--- src/rtl/fsm_flow_ctrl_param_if.sv ---
// fsm_flow_ctrl_param_if: occupancy/overflow inputs and flow-control outputs of the multi-FIFO controller
interface fsm_flow_ctrl_param_if #(
  parameter int NUM_FIFOS = 4,
  parameter int CW = 3
);
  logic init;
  logic [CW:0] umbral_af;
  logic [CW:0] umbral_ae;
  logic [NUM_FIFOS*(CW+1)-1:0] fifo_count;
  logic [NUM_FIFOS-1:0] fifo_overflow;
  logic [NUM_FIFOS-1:0] almost_full;
  logic [NUM_FIFOS-1:0] almost_empty;
  logic [NUM_FIFOS-1:0] pausa;
  logic [NUM_FIFOS-1:0] continua;
  logic [NUM_FIFOS-1:0] error_full;
  logic cfg_err;
  logic idle;
  logic [2:0] estado;
  modport master (
    output init, umbral_af, umbral_ae, fifo_count, fifo_overflow,
    input almost_full, almost_empty, pausa, continua, error_full, cfg_err, idle, estado
  );
  modport slave (
    input init, umbral_af, umbral_ae, fifo_count, fifo_overflow,
    output almost_full, almost_empty, pausa, continua, error_full, cfg_err, idle, estado
  );
endinterface

--- src/rtl/fsm_flow_ctrl_param.sv ---
// fsm_flow_ctrl_param: per-channel pausa/continua flow control with hysteresis, INIT threshold load and sticky overflow errors
module fsm_flow_ctrl_param #(
  parameter int NUM_FIFOS = 4,
  parameter int CW = 3,
  parameter int AF_RST = 6,
  parameter int AE_RST = 1
) (
  input logic clk,
  input logic reset,
  fsm_flow_ctrl_param_if.slave bus
);
  localparam int W = CW + 1;
  localparam logic [W-1:0] FULL = W'(2 ** CW);
  typedef enum logic [2:0] {
    S_RESET  = 3'd0,
    S_INIT   = 3'd1,
    S_IDLE   = 3'd2,
    S_ACTIVE = 3'd3,
    S_ERROR  = 3'd4
  } state_t;
  state_t state, next;
  logic [W-1:0] af_q, ae_q;
  logic [NUM_FIFOS-1:0] ge_af, le_ae, pausa_hys, continua_hys;
  logic [NUM_FIFOS-1:0] af_flag_q, ae_flag_q, pausa_q, continua_q, error_full_q;
  logic cfg_err_q, idle_q, cfg_ok, any_cnt, ovf, live;
  for (genvar i = 0; i < NUM_FIFOS; i++) begin : g_ch
    // counts beyond 2^CW can only come from a misbehaving FIFO; treat them as full
    assign ge_af[i] = bus.fifo_count[i*W +: W] >= af_q || bus.fifo_count[i*W +: W] > FULL;
    assign le_ae[i] = bus.fifo_count[i*W +: W] <= ae_q;
  end
  assign cfg_ok = bus.umbral_ae < bus.umbral_af && bus.umbral_af <= FULL;
  assign any_cnt = |bus.fifo_count;
  assign ovf = |bus.fifo_overflow;
  assign pausa_hys = ge_af | (pausa_q & ~le_ae);
  assign continua_hys = pausa_q & ~pausa_hys;
  assign live = (state == S_IDLE || state == S_ACTIVE) && (next == S_IDLE || next == S_ACTIVE);
  always_comb begin
    next = state;
    case (state)
      S_RESET: next = S_INIT;
      S_INIT: next = (!bus.init && cfg_ok) ? S_IDLE : S_INIT;
      S_IDLE, S_ACTIVE: next = ovf ? S_ERROR : bus.init ? S_INIT : any_cnt ? S_ACTIVE : S_IDLE;
      default: next = S_ERROR;
    endcase
  end
  always_ff @(posedge clk) begin
    if (!reset) begin
      state <= S_RESET;
      af_q <= W'(AF_RST);
      ae_q <= W'(AE_RST);
      af_flag_q <= '0;
      ae_flag_q <= '0;
      pausa_q <= '0;
      continua_q <= '0;
      error_full_q <= '0;
      cfg_err_q <= 1'b0;
      idle_q <= 1'b0;
    end else begin
      state <= next;
      af_flag_q <= ge_af;
      ae_flag_q <= le_ae;
      idle_q <= next == S_IDLE;
      if (state == S_INIT) begin
        cfg_err_q <= !cfg_ok;
        if (cfg_ok) begin
          af_q <= bus.umbral_af;
          ae_q <= bus.umbral_ae;
        end
      end
      // leaving the live states any other way than to ERROR drops pausa silently
      if (next == S_ERROR) begin
        pausa_q <= '1;
        continua_q <= '0;
        error_full_q <= error_full_q | bus.fifo_overflow;
      end else begin
        pausa_q <= live ? pausa_hys : '0;
        continua_q <= live ? continua_hys : '0;
      end
    end
  end
  assign bus.almost_full = af_flag_q;
  assign bus.almost_empty = ae_flag_q;
  assign bus.pausa = pausa_q;
  assign bus.continua = continua_q;
  assign bus.error_full = error_full_q;
  assign bus.cfg_err = cfg_err_q;
  assign bus.idle = idle_q;
  assign bus.estado = state;
endmodule

--- src/flat_wrapper.sv ---
// flat-port wrapper written by rule: the top's interface ports become plain ports
module fsm_flow_ctrl_param_flat 
#(
  parameter int NUM_FIFOS = 4,
  parameter int CW = 3,
  parameter int AF_RST = 6,
  parameter int AE_RST = 1
)
  (clk, reset, bus_init, bus_umbral_af, bus_umbral_ae, bus_fifo_count, bus_fifo_overflow, bus_almost_full, bus_almost_empty, bus_pausa, bus_continua, bus_error_full, bus_cfg_err, bus_idle, bus_estado);
  fsm_flow_ctrl_param_if #(.NUM_FIFOS(NUM_FIFOS), .CW(CW)) bus_i ();
  input logic clk;
  input logic reset;
  input wire logic [$bits(bus_i.init)-1:0] bus_init;
  input wire logic [$bits(bus_i.umbral_af)-1:0] bus_umbral_af;
  input wire logic [$bits(bus_i.umbral_ae)-1:0] bus_umbral_ae;
  input wire logic [$bits(bus_i.fifo_count)-1:0] bus_fifo_count;
  input wire logic [$bits(bus_i.fifo_overflow)-1:0] bus_fifo_overflow;
  output wire logic [$bits(bus_i.almost_full)-1:0] bus_almost_full;
  output wire logic [$bits(bus_i.almost_empty)-1:0] bus_almost_empty;
  output wire logic [$bits(bus_i.pausa)-1:0] bus_pausa;
  output wire logic [$bits(bus_i.continua)-1:0] bus_continua;
  output wire logic [$bits(bus_i.error_full)-1:0] bus_error_full;
  output wire logic [$bits(bus_i.cfg_err)-1:0] bus_cfg_err;
  output wire logic [$bits(bus_i.idle)-1:0] bus_idle;
  output wire logic [$bits(bus_i.estado)-1:0] bus_estado;
  assign bus_i.init = bus_init;
  assign bus_i.umbral_af = bus_umbral_af;
  assign bus_i.umbral_ae = bus_umbral_ae;
  assign bus_i.fifo_count = bus_fifo_count;
  assign bus_i.fifo_overflow = bus_fifo_overflow;
  assign bus_almost_full = bus_i.almost_full;
  assign bus_almost_empty = bus_i.almost_empty;
  assign bus_pausa = bus_i.pausa;
  assign bus_continua = bus_i.continua;
  assign bus_error_full = bus_i.error_full;
  assign bus_cfg_err = bus_i.cfg_err;
  assign bus_idle = bus_i.idle;
  assign bus_estado = bus_i.estado;
  fsm_flow_ctrl_param #(.NUM_FIFOS(NUM_FIFOS), .CW(CW), .AF_RST(AF_RST), .AE_RST(AE_RST)) u_core (.clk(clk), .reset(reset), .bus(bus_i));
endmodule
--- config.mk ---
export PLATFORM = sky130hd
export DESIGN_NAME = fsm_flow_ctrl_param_flat
export DESIGN_NICKNAME = d
export VERILOG_FILES = /design/src/rtl/fsm_flow_ctrl_param_if.sv /design/src/rtl/fsm_flow_ctrl_param.sv /design/src/flat_wrapper.sv
export SDC_FILE = /design/constraint.sdc
export NUM_CORES = 1
export LEC_CHECK = 0
export CAP_MARGIN = 0
export CORE_UTILIZATION = 45
export CTS_BUF_LIST = sky130_fd_sc_hd__clkbuf_4
export CTS_CLUSTER_DIAMETER = 150
export DETAILED_ROUTE_END_ITERATION = 8
export PLACE_DENSITY = 0.79
export RECOVER_POWER = 100
export SLEW_MARGIN = 20
export SYNTH_ARGS = -nofsm -noshare
export SYNTH_HDL_FRONTEND = slang
export SYNTH_SLANG_ARGS = --single-unit
--- constraint.sdc ---
create_clock -name clk -period 2.29 [get_ports clk]
set_clock_uncertainty 0.15 [all_clocks]
set_input_delay 0.458 -clock clk [delete_from_list [all_inputs] [get_ports clk]]
set_output_delay 0.458 -clock clk [all_outputs]
set_load 0.03 [all_outputs]
==> flow_metrics.tcl <==
set metrics [dict create \
    worst_slew_pin_slew_ns 0.4006 \
    fin_crit_ns 2.205 \
    rrSetupSlack_ns 0.33 \
    endpoint_kind "flip-flop" \
    syn_inst 207 \
    grt_pass1_wl_um 6824 \
    drive_above_1_share_pct 9.722 \
    synth_top_cell_by_area "dfxtp_1" \
    clk_pin_slew_worst_paths_ns 0.10 \
    place_hpwl_um 3469 \
    min-delay-start "u_core.bus.pausa[0]" \
    clkSinkCount 33 \
    worstSkewPairLatency_ns 0.33 \
    cts_htree_levels 2 \
    synth_area_mm2 0.001906 \
    firstDrtPassIters 4 \
    drt_iter0_markers 86 \
    drc 0 \
    synth.area.top_cells "dfxtp_1 (35%), ha_1 (23%), nor2b_1 (6.9%), a21oi_1 (5.0%), inv_1 (3.3%)" \
    antenna_cells 0 \
    syn_area_per_cell_um2 9.206 \
    r2r_cells 7 \
    clock_path_buffers 2 \
    syn_to_final_growth_pct 42.02 \
    worstPathMaxFanout 3 \
    cp.arrival_ns 2.33 \
    syn_nets 273 \
    overflow 0 \
    nNetsFinal 353 \
    hold_viol 0 \
    setup_ws_ns 0.08497 \
    finalWirelength_um 4335 \
    cp_top_family "simple AND/OR/NAND/NOR gates" \
    cts-root-buf "clkbuf_4" \
    p_leak_nw 1.288 \
    synth_seq_cells 33 \
    die_w_um 67.08 \
    grt_usage_pct 20.70 \
    hold_buffers 0 \
    start_util_pct 47.30 \
    async_reset_ff_share_pct 0 \
    status "finished, final reports clean" \
    finalMaxSlewViolations 0 \
    setup_viol 0 \
    cp-start-kind "input port" \
    drv_cap 0 \
    r2r_end "u_core.bus.pausa[1]" \
    setup_tns_ns 0 \
    path_class "in -> reg" \
    post-route-util_pct 67.17 \
    yosys_warnings 0 \
    synth_edf_count 0 \
    hold_ws_ns 0.3245 \
    grt_max_degree 24 \
    grt_pass1_vias 1519 \
    placed_area_mm2 0.002664 \
    boundaryPins 56 \
    via_count 1731 \
    die_area_mm2 0.004499 \
    rsz0062_at_grt "no" \
    rows 23 \
    synth_cell_types 37 \
    fp.dieH_um 67.08 \
    hold_end "u_core.bus.continua[0]" \
    hp-class "reg -> reg" \
    powerDensity_mw_per_mm2 480.2 \
    stdcell_area_mm2 0.002706 \
    gp_congestion 0.9166 \
    tritoncts "yes" \
    fmax_mhz 453.5 \
    wl_per_cell_um 12.83 \
    antenna_found_initial 0 \
    viasPerCell 5.121 \
    dpl.cell_count 330 \
    synth_top_area_share_pct 34.67 \
    required_ns 2.42 \
    final_cells 338 \
    cp_cell_sequence "dlygate4sd3_1, or3_1, nor4_1, a211oi_1, a21oi_1, and2_0" \
    preCtsSetupSlack_ns -0.2153 \
    whs_path_depth 2 \
    coreArea_mm2 0.004029 \
    synth-seq-area-share_pct 34.67 \
    port_buffers 55 \
    critPathMaxStageDelay_ns 0.58 \
    ys.flop_type "dfxtp_1" \
    maxSlewHeadroom_pct 73.04 \
    reg2reg_from "u_core.af_q[2]" \
    ir_drop_uv 325.5 \
    cts_inserted_buffers 5 \
    p_total_mw 1.300 \
    crit_path_top_delay_cell "dlygate4sd3_1" \
    fin_crit_sh_pct 96.29 \
    path_buf_inv 1 \
    postRouteAntennaNets 0 \
    cts_setup_buffers 0 \
]
[synthesized netlist by cell type, drive strengths merged, types with 2 or more instances]
cell type / n
a21oi: 19
nand4: 4
mux2i: 6
nor3b: 2
o21ai: 13
dfxtp: 33
o211ai: 2
and4: 2
o221ai: 2
nand2: 16
a221oi: 3
ha: 35
inv: 17
nor2: 4
and2: 4
or3: 5
clkbuf: 2
nor2b: 21
or4: 2
[final cells by class]
class | instances | area (um2)
Inverter | 17 | 63.81
Sequential cell | 33 | 660.6
Timing Repair Buffer | 76 | 700.7
Clock buffer | 5 | 37.54
Multi-Input combinational cell | 154 | 1169
Tap cell | 50 | 62.56
Clock inverter | 3 | 12.51
Fill cell | 363 | 1323
[worst max path at each step]
stage                                endpoint                 start  slack (ns)  depth (start not counted)
after detailed placement  u_core.bus.pausa[1]     bus_fifo_count[4]       -0.22                          8
final                         u_core.bus.idle     bus_fifo_count[5]        0.08                          6
after floorplan                u_core.ae_q[0]      bus_umbral_af[3]        0.38                          8
after CTS                 u_core.bus.pausa[1]     bus_fifo_count[4]        0.14                          8
after global routing      u_core.bus.pausa[3]  bus_fifo_overflow[2]        0.03                          6
after global placement    u_core.bus.pausa[1]     bus_fifo_count[4]       -0.13                          8
[metal layers]
metal / routed length (um) / GRT usage, % / vias to the layer above
met3: 220 / 4.623 / 7
met2: 1999 / 34.50 / 47
met1: 2055 / 25.49 / 775
met4: 59 / 7.979 / 0
met5: 0 / 0 / -
li1: - / - / 902
[tightest hold or removal path, stage by stage, from the launching register on]
cell and delay [ns]:
dfxtp_1 0.34, nand2_1 0.06, nor3_1 0.04
[flip-flops by register name, summed over array words and instances (netlist names)]
name                     flops
u_core.ae_q                  4
u_core.af_q                  4
u_core.bus.almost_empty      4
u_core.bus.almost_full       4
u_core.bus.cfg_err           1
u_core.bus.continua          4
u_core.bus.error_full        4
u_core.bus.estado            3
u_core.bus.idle              1
u_core.bus.pausa             4
[timing repair]
item,in CTS,in global routing
gates resized for setup,0,1
endpoints found under the hold margin,0,0
setup endpoints to repair,0,1
[kinds of logic (layout without fill, tap and decap cells)]
| logic type | after synthesis | count (layout) | synth area share [%] |
|---|---|---|---|
| adders and majority gates | 35 | 35 | 22.98 |
| DFF | 33 | 33 | 34.67 |
| and+or+nand+nor | 67 | 67 | 20.62 |
| AOI/OAI and AO/OA | 46 | 46 | 14.58 |
| buffers and inverters | 20 | 101 | 4.005 |
| muxes | 6 | 6 | 3.152 |
[power breakdown]
group / internal, mW / total [mW] / switching (mW)
Sequential: 0.605 / 0.620 / 0.0150
Clock: 0.111 / 0.301 / 0.190
Combinational: 0.183 / 0.379 / 0.195
Total: 0.899 / 1.30 / 0.401
[placed cells by master, fill, tap and decap left out, drive strengths merged, types with 3 or more instances in the layout]
| cell type | instances |
|---|---|
| dlygate4sd3 | 30 |
| ha | 35 |
| nor2b | 21 |
| a221oi | 3 |
| buf | 19 |
| o21ai | 13 |
| a21oi | 19 |
| and2 | 4 |
| dfxtp | 33 |
| mux2i | 6 |
| inv | 17 |
| nand4 | 4 |
| or3 | 5 |
| nand2 | 16 |
| clkinv | 3 |
| clkbuf | 7 |
| clkdlybuf4s50 | 25 |
| nor2 | 4 |
(Power assumes the default switching activity.)
